$ cat config.mk
export PLATFORM = sky130hd
export DESIGN_NAME = register_bank_sb
export DESIGN_NICKNAME = d
export VERILOG_FILES = /design/src/rtl/register_bank_pkg.sv /design/src/rtl/register_bank_scoreboard.sv /design/src/rtl/register_bank_sb.sv
export SDC_FILE = /design/constraint.sdc
export NUM_CORES = 1
export LEC_CHECK = 0
export ABC_AREA = 1
export CAP_MARGIN = 10
export CELL_PAD_IN_SITES_DETAIL_PLACEMENT = 1
export CELL_PAD_IN_SITES_GLOBAL_PLACEMENT = 1
export CORE_MARGIN = 2
export CORE_UTILIZATION = 41
export CTS_CLUSTER_SIZE = 10
export DETAILED_ROUTE_END_ITERATION = 8
export PLACE_DENSITY_LB_ADDON = 0.1
export SLEW_MARGIN = 20
export SYNTH_ARGS = -nofsm -noshare
export SYNTH_HDL_FRONTEND = slang
export SYNTH_SLANG_ARGS = --single-unit
export TNS_END_PERCENT = 10
$ cat constraint.sdc
create_clock -name clk -period 3.7 [get_ports clk]
set_clock_uncertainty 0.15 [all_clocks]
set_input_delay 0.37 -clock clk [delete_from_list [all_inputs] [get_ports clk]]
set_output_delay 0.37 -clock clk [all_outputs]
set_load 0.01 [all_outputs]
$ cat src/rtl/register_bank_pkg.sv
// rtl/register_bank_pkg.sv - shared constants, helpers and types for the register bank
package register_bank_pkg;

  localparam int DEF_DATA_W = 32;
  localparam int DEF_DEPTH  = 16;

  function automatic int clog2_depth(input int depth);
    int w;
    w = 0;
    for (int i = 0; i < 31; i++) begin
      if ((1 << i) < depth) w = i + 1;
    end
    return w;
  endfunction

  localparam int DEF_ADDR_W = clog2_depth(DEF_DEPTH);

  typedef logic [DEF_ADDR_W-1:0] reg_addr_t;

endpackage

$ cat src/rtl/register_bank_scoreboard.sv
// rtl/register_bank_scoreboard.sv - per-register pending bits with reserve-over-clear precedence
// Exposes the next-state pending vector and its popcount so the top can register them.
module register_bank_scoreboard
  import register_bank_pkg::*;
#(
  parameter int DEPTH    = DEF_DEPTH,
  parameter int ZERO_REG = 0,
  localparam int ADDR_W  = clog2_depth(DEPTH)
) (
  input  logic              clk,
  input  logic              rst_n,
  input  logic              rsv_en,
  input  logic [ADDR_W-1:0] rsv_addr,
  input  logic              clr_en,
  input  logic [ADDR_W-1:0] clr_addr,
  output logic [DEPTH-1:0]  pend_d,
  output logic [ADDR_W:0]   cnt_d
);

  logic [DEPTH-1:0] pend_q;
  logic             rsv_ok;
  logic             clr_ok;

  always_comb begin
    rsv_ok = rsv_en && !(ZERO_REG != 0 && rsv_addr == '0);
    clr_ok = clr_en && !(ZERO_REG != 0 && clr_addr == '0);
    pend_d = pend_q;
    // Reserve applied last: a same-cycle reservation belongs to a newer producer.
    if (clr_ok) pend_d[clr_addr] = 1'b0;
    if (rsv_ok) pend_d[rsv_addr] = 1'b1;
    cnt_d = '0;
    for (int i = 0; i < DEPTH; i++) begin
      cnt_d = cnt_d + (ADDR_W+1)'(pend_d[i]);
    end
  end

  always_ff @(posedge clk or negedge rst_n) begin
    if (!rst_n) begin
      pend_q <= '0;
    end else begin
      pend_q <= pend_d;
    end
  end

endmodule

$ cat src/rtl/register_bank_sb.sv
// rtl/register_bank_sb.sv - parametrised register bank with two registered read ports and a pending scoreboard
// Reads are write-first: data and busy come from the next-state array and pending vector.
module register_bank_sb
  import register_bank_pkg::*;
#(
  parameter int DATA_W   = DEF_DATA_W,
  parameter int DEPTH    = DEF_DEPTH,
  parameter int ZERO_REG = 0,
  localparam int ADDR_W  = clog2_depth(DEPTH)
) (
  input  logic              clk,
  input  logic              rst_n,
  input  logic              we,
  input  logic [ADDR_W-1:0] waddr,
  input  logic [DATA_W-1:0] wdata,
  input  logic              rsv_en,
  input  logic [ADDR_W-1:0] rsv_addr,
  input  logic [ADDR_W-1:0] raddr1,
  input  logic [ADDR_W-1:0] raddr2,
  output logic [DATA_W-1:0] rdata1,
  output logic [DATA_W-1:0] rdata2,
  output logic              rbusy1,
  output logic              rbusy2,
  output logic [ADDR_W:0]   pend_cnt
);

  logic [DATA_W-1:0] regs_q [DEPTH];
  logic [DATA_W-1:0] regs_d [DEPTH];
  logic [DATA_W-1:0] rdata1_q, rdata1_d;
  logic [DATA_W-1:0] rdata2_q, rdata2_d;
  logic              rbusy1_q, rbusy1_d;
  logic              rbusy2_q, rbusy2_d;
  logic [ADDR_W:0]   pend_cnt_q, pend_cnt_d;
  logic [DEPTH-1:0]  pend_d;
  logic              we_ok;

  register_bank_scoreboard #(
    .DEPTH    (DEPTH),
    .ZERO_REG (ZERO_REG)
  ) u_scoreboard (
    .clk      (clk),
    .rst_n    (rst_n),
    .rsv_en   (rsv_en),
    .rsv_addr (rsv_addr),
    .clr_en   (we),
    .clr_addr (waddr),
    .pend_d   (pend_d),
    .cnt_d    (pend_cnt_d)
  );

  // With ZERO_REG, r0 never gets written or reserved, so the next-state view reads 0/0 there.
  always_comb begin
    we_ok  = we && !(ZERO_REG != 0 && waddr == '0);
    regs_d = regs_q;
    if (we_ok) regs_d[waddr] = wdata;
    rdata1_d = regs_d[raddr1];
    rdata2_d = regs_d[raddr2];
    rbusy1_d = pend_d[raddr1];
    rbusy2_d = pend_d[raddr2];
  end

  always_ff @(posedge clk or negedge rst_n) begin
    if (!rst_n) begin
      for (int i = 0; i < DEPTH; i++) regs_q[i] <= '0;
      rdata1_q   <= '0;
      rdata2_q   <= '0;
      rbusy1_q   <= 1'b0;
      rbusy2_q   <= 1'b0;
      pend_cnt_q <= '0;
    end else begin
      regs_q     <= regs_d;
      rdata1_q   <= rdata1_d;
      rdata2_q   <= rdata2_d;
      rbusy1_q   <= rbusy1_d;
      rbusy2_q   <= rbusy2_d;
      pend_cnt_q <= pend_cnt_d;
    end
  end

  assign rdata1   = rdata1_q;
  assign rdata2   = rdata2_q;
  assign rbusy1   = rbusy1_q;
  assign rbusy2   = rbusy2_q;
  assign pend_cnt = pend_cnt_q;

endmodule

==> qor.csv <==
stage,metric,value,unit
setup_path,crit path max fanout,4,
routing,Pre-antenna DRT Iters,7,
finish,layout cell share with drive strength beyond 1,0.0786,
floorplanning,Die Y,291,µm
synthesis,Mapped Area,33800,µm²
clock_network,worst skew pair latency,0.63,ns
setup_path,Critical Path AT,4.32,ns
place,gpl congestion,0.850,
min_path,Hold Path Class,primary input to register,
setup_path,CP Class,primary input to register,
routing,DR WL/cell,27.3,µm
timing,Rel. slew slack,0.219,
finish,area delta synth->final,15.8,%
setup_path,Critical path buffers and inverters,5,
finish,number of fill cells,10257,
synthesis,Synth Register Bits,599,
grt,gr busiest metal,met2,
floorplanning,# IOs,123,
timing,Final min period,3.90,ns
synthesis,"Async S/R FF share, synth",1.00,
grt,largest net degree at the start of global routing,133,
finish,fin nets,4810,
power,worst vdd ir,0.000351,V
power,overall power,21.3,mW
timing,Final period util,1.06,
floorplanning,die width,291,µm
timing,unrepaired setup endpoints after global routing,true,
finish,most frequent cells in the layout,"2191 x nand3_1, 1381 x nand2_1, 599 x dfrtp_1, 177 x buf_4, 103 x clkdlybuf4s50_1",
setup_path,worst path cell trace,"dlygate4sd2_1, nor2_4, nand3_2, nand2_4, nand2_4, ha_4, fa_1, fa_1, fa_1, inv_1, fa_1, inv_2, fa_2, inv_2, fa_2, inv_2",
grt,initial antenna violation count,12,
synthesis,Mapped Nets,4816,
timing,max-slew violations,0,
clock_network,clock sink count,599,
grt,GRT Residual Overflow,0,
setup_path,crit path max-delay cell type,fa_1,
place,Post-DP HPWL,88400,µm
clock_network,CTS tree,built,
synthesis,"Top FF cell, synth",dfrtp_1,
synthesis,mean post-synth cell area,7.13,µm²
synthesis,Post-synth EDFFs,0,
grt,number of global-route vias before repair,37189,
timing,final hold viol count,0,
grt,met1 Resource Use GR,0.495,
clock_network,"CTS clk-pin slew, worst paths",0.06,ns
timing,Fin Setup TNS,-0.603,ns
floorplanning,DIE AREA,84900,µm²
floorplanning,Rows,105,
setup_path,crit-path max cell delay,0.50,ns
flow_run,maxcap violations,0,
place,Cells after DPL,5726,
timing,endpoints failing setup,4,
setup_path,Top delay family on crit path,adder cells,
setup_path,Startpoint Class,primary input,
setup_path,crit-path most repeated cell,fa_1,
place,"Cell Area, Placed",36900,µm²
status,failing checks,negative setup slack,
routing,Post-DRT Antenna Nets,0,
routing,Iteration-0 DRC Markers,3835,
routing,via/cell ratio,6.33,
clock_network,H-tree levels,3,
synthesis,Synth Instances,4749,
clock_network,root buffer cell,clkbuf_16,
synthesis,Ys Warns,0,
routing,# DRC,0,
finish,fin area,39200,µm²
setup_path,Setup crit end kind,register,
grt,Tot GR Track Use,0.371,
setup_path,CP Data Required Time,4.12,ns
grt,met2 GRT Util,0.587,
finish,"commonest non-fill, non-tap cell in the layout",nand3_1,
grt,GR Util met3,0.0700,
place,PortBufs,122,
grt,global-route wire length before repair,238000,µm
finish,"non-filler cells, final",5857,
timing,Max Fclk,0.256,GHz
power,Leakage Power,19.9,nW
floorplanning,Initial Utilization,0.414,
clock_network,worst-case clock buffer depth,3,
floorplanning,core footprint,81800,µm²
synthesis,"Seq/Total Area, Yosys",0.443,
timing,Setup WS post-layout,-0.204,ns
status,status,"finished, violations left",
synthesis,Netlist cell types,25,
clock_network,CTS buffer count,74,
power,Power Dens Cells,543,nW/µm²
routing,routed wire length,160000,µm
routing,via count,37088,
timing,Worst-Margin Slew,1.17,ns
metal layers:
layer / up-vias / share of wire
met3: 417 / 0.083
met5: - / 0.00044
met4: 10 / 0.049
met2: 1675 / 0.45
li1: 16345 / -
met1: 18641 / 0.42
stage by stage:
stage          setup WS (ns)  utilization  hold slack, ns
2_1_floorplan         -0.742            -         -0.0756
3_3_place_gp           -1.32        0.450           0.314
3_5_place_dp           -1.37        0.450           0.308
4_1_cts               -0.222        0.478           0.187
5_1_grt               -0.337        0.479           0.231
6_report              -0.204        0.479           0.199
tightest hold or removal path: cells and delay by family:
family	cells	cell delay [ns]
simple gates	3	0.23
buf+inv	2	0.32
cell families (layout without fill, tap and decap cells):
logic type / after synthesis / after routing / share of synthesized area
adder cells (fa/ha/maj): 15 / 15 / 0.00776
buffers and inverters: 450 / 483 / 0.0532
XOR/XNOR: 2 / 2 / 0.000518
AND/OR/NAND/NOR: 3681 / 3681 / 0.495
flip-flops: 599 / 599 / 0.443
AO/OA/AOI/OAI: 2 / 2 / 0.000295
other: 0 / 5 / 0
final timing paths:
check                         endpoint                    from  cells after the start  slack [ns]
setup reg to reg           pend_cnt[1]  u_scoreboard.pend_q[0]                     13       -0.20
max in group asynchronous   regs_q[27]                   rst_n                      3        2.12
hold reg to reg             regs_q[30]              regs_q[30]                      2        0.34
setup / recovery           pend_cnt[1]                waddr[3]                     16       -0.20
min in group asynchronous  regs_q[428]                   rst_n                      2        0.26
hold / removal             regs_q[470]                waddr[1]                      5        0.20
report_power, final:
| part | total (mW) | switching (mW) | internal (mW) |
|---|---|---|---|
| Clock | 6.94 | 2.95 | 3.99 |
| Combinational | 6.09 | 3.91 | 2.18 |
| Sequential | 8.26 | 0.387 | 7.87 |
| Total | 21.3 | 7.24 | 14.0 |
registers in the layout (all words and copies together) (netlist names):
register / count
rdata1: 32
pend_cnt: 5
rbusy2: 1
regs_q: 512
rbusy1: 1
u_scoreboard.pend_q: 16
rdata2: 32
cells in the mapped netlist, types with 4 or more instances:
| cell | n | share of area |
|---|---|---|
| inv_1 | 28 | 0.0031 |
| nor2_2 | 4 | 0.00074 |
| buf_4 | 8 | 0.0018 |
| inv_2 | 5 | 0.00055 |
| nand2_1 | 1395 | 0.15 |
| nand4_1 | 64 | 0.012 |
| nor2_1 | 13 | 0.0014 |
| buf_1 | 69 | 0.0077 |
| nand3_1 | 2200 | 0.33 |
| clkbuf_1 | 274 | 0.030 |
| buf_2 | 63 | 0.0093 |
| fa_1 | 10 | 0.0059 |
| ha_1 | 5 | 0.0018 |
| dfrtp_1 | 599 | 0.44 |
layout make-up:
cell class | instances | area [µm²] | area share
Sequential cell | 599 | 15000 | 0.383
Timing Repair Buffer | 333 | 3220 | 0.0823
Tap cell | 1070 | 1340 | 0.0342
Antenna cell | 5 | 12.5 | 0.000319
Inverter | 35 | 164 | 0.00418
Multi-Input combinational cell | 3700 | 17300 | 0.440
Clock inverter | 4 | 27.5 | 0.000703
Clock buffer | 111 | 2160 | 0.0553
timing repair:
action	in CTS	in global routing
endpoints found under the setup margin	5	5
pin swaps	15	5
hold endpoints to repair	62	0
gates resized for setup	21	7
setup buffers	10	0
hold buffers	1	0
Note: power is estimated with default switching activity, not from simulation.
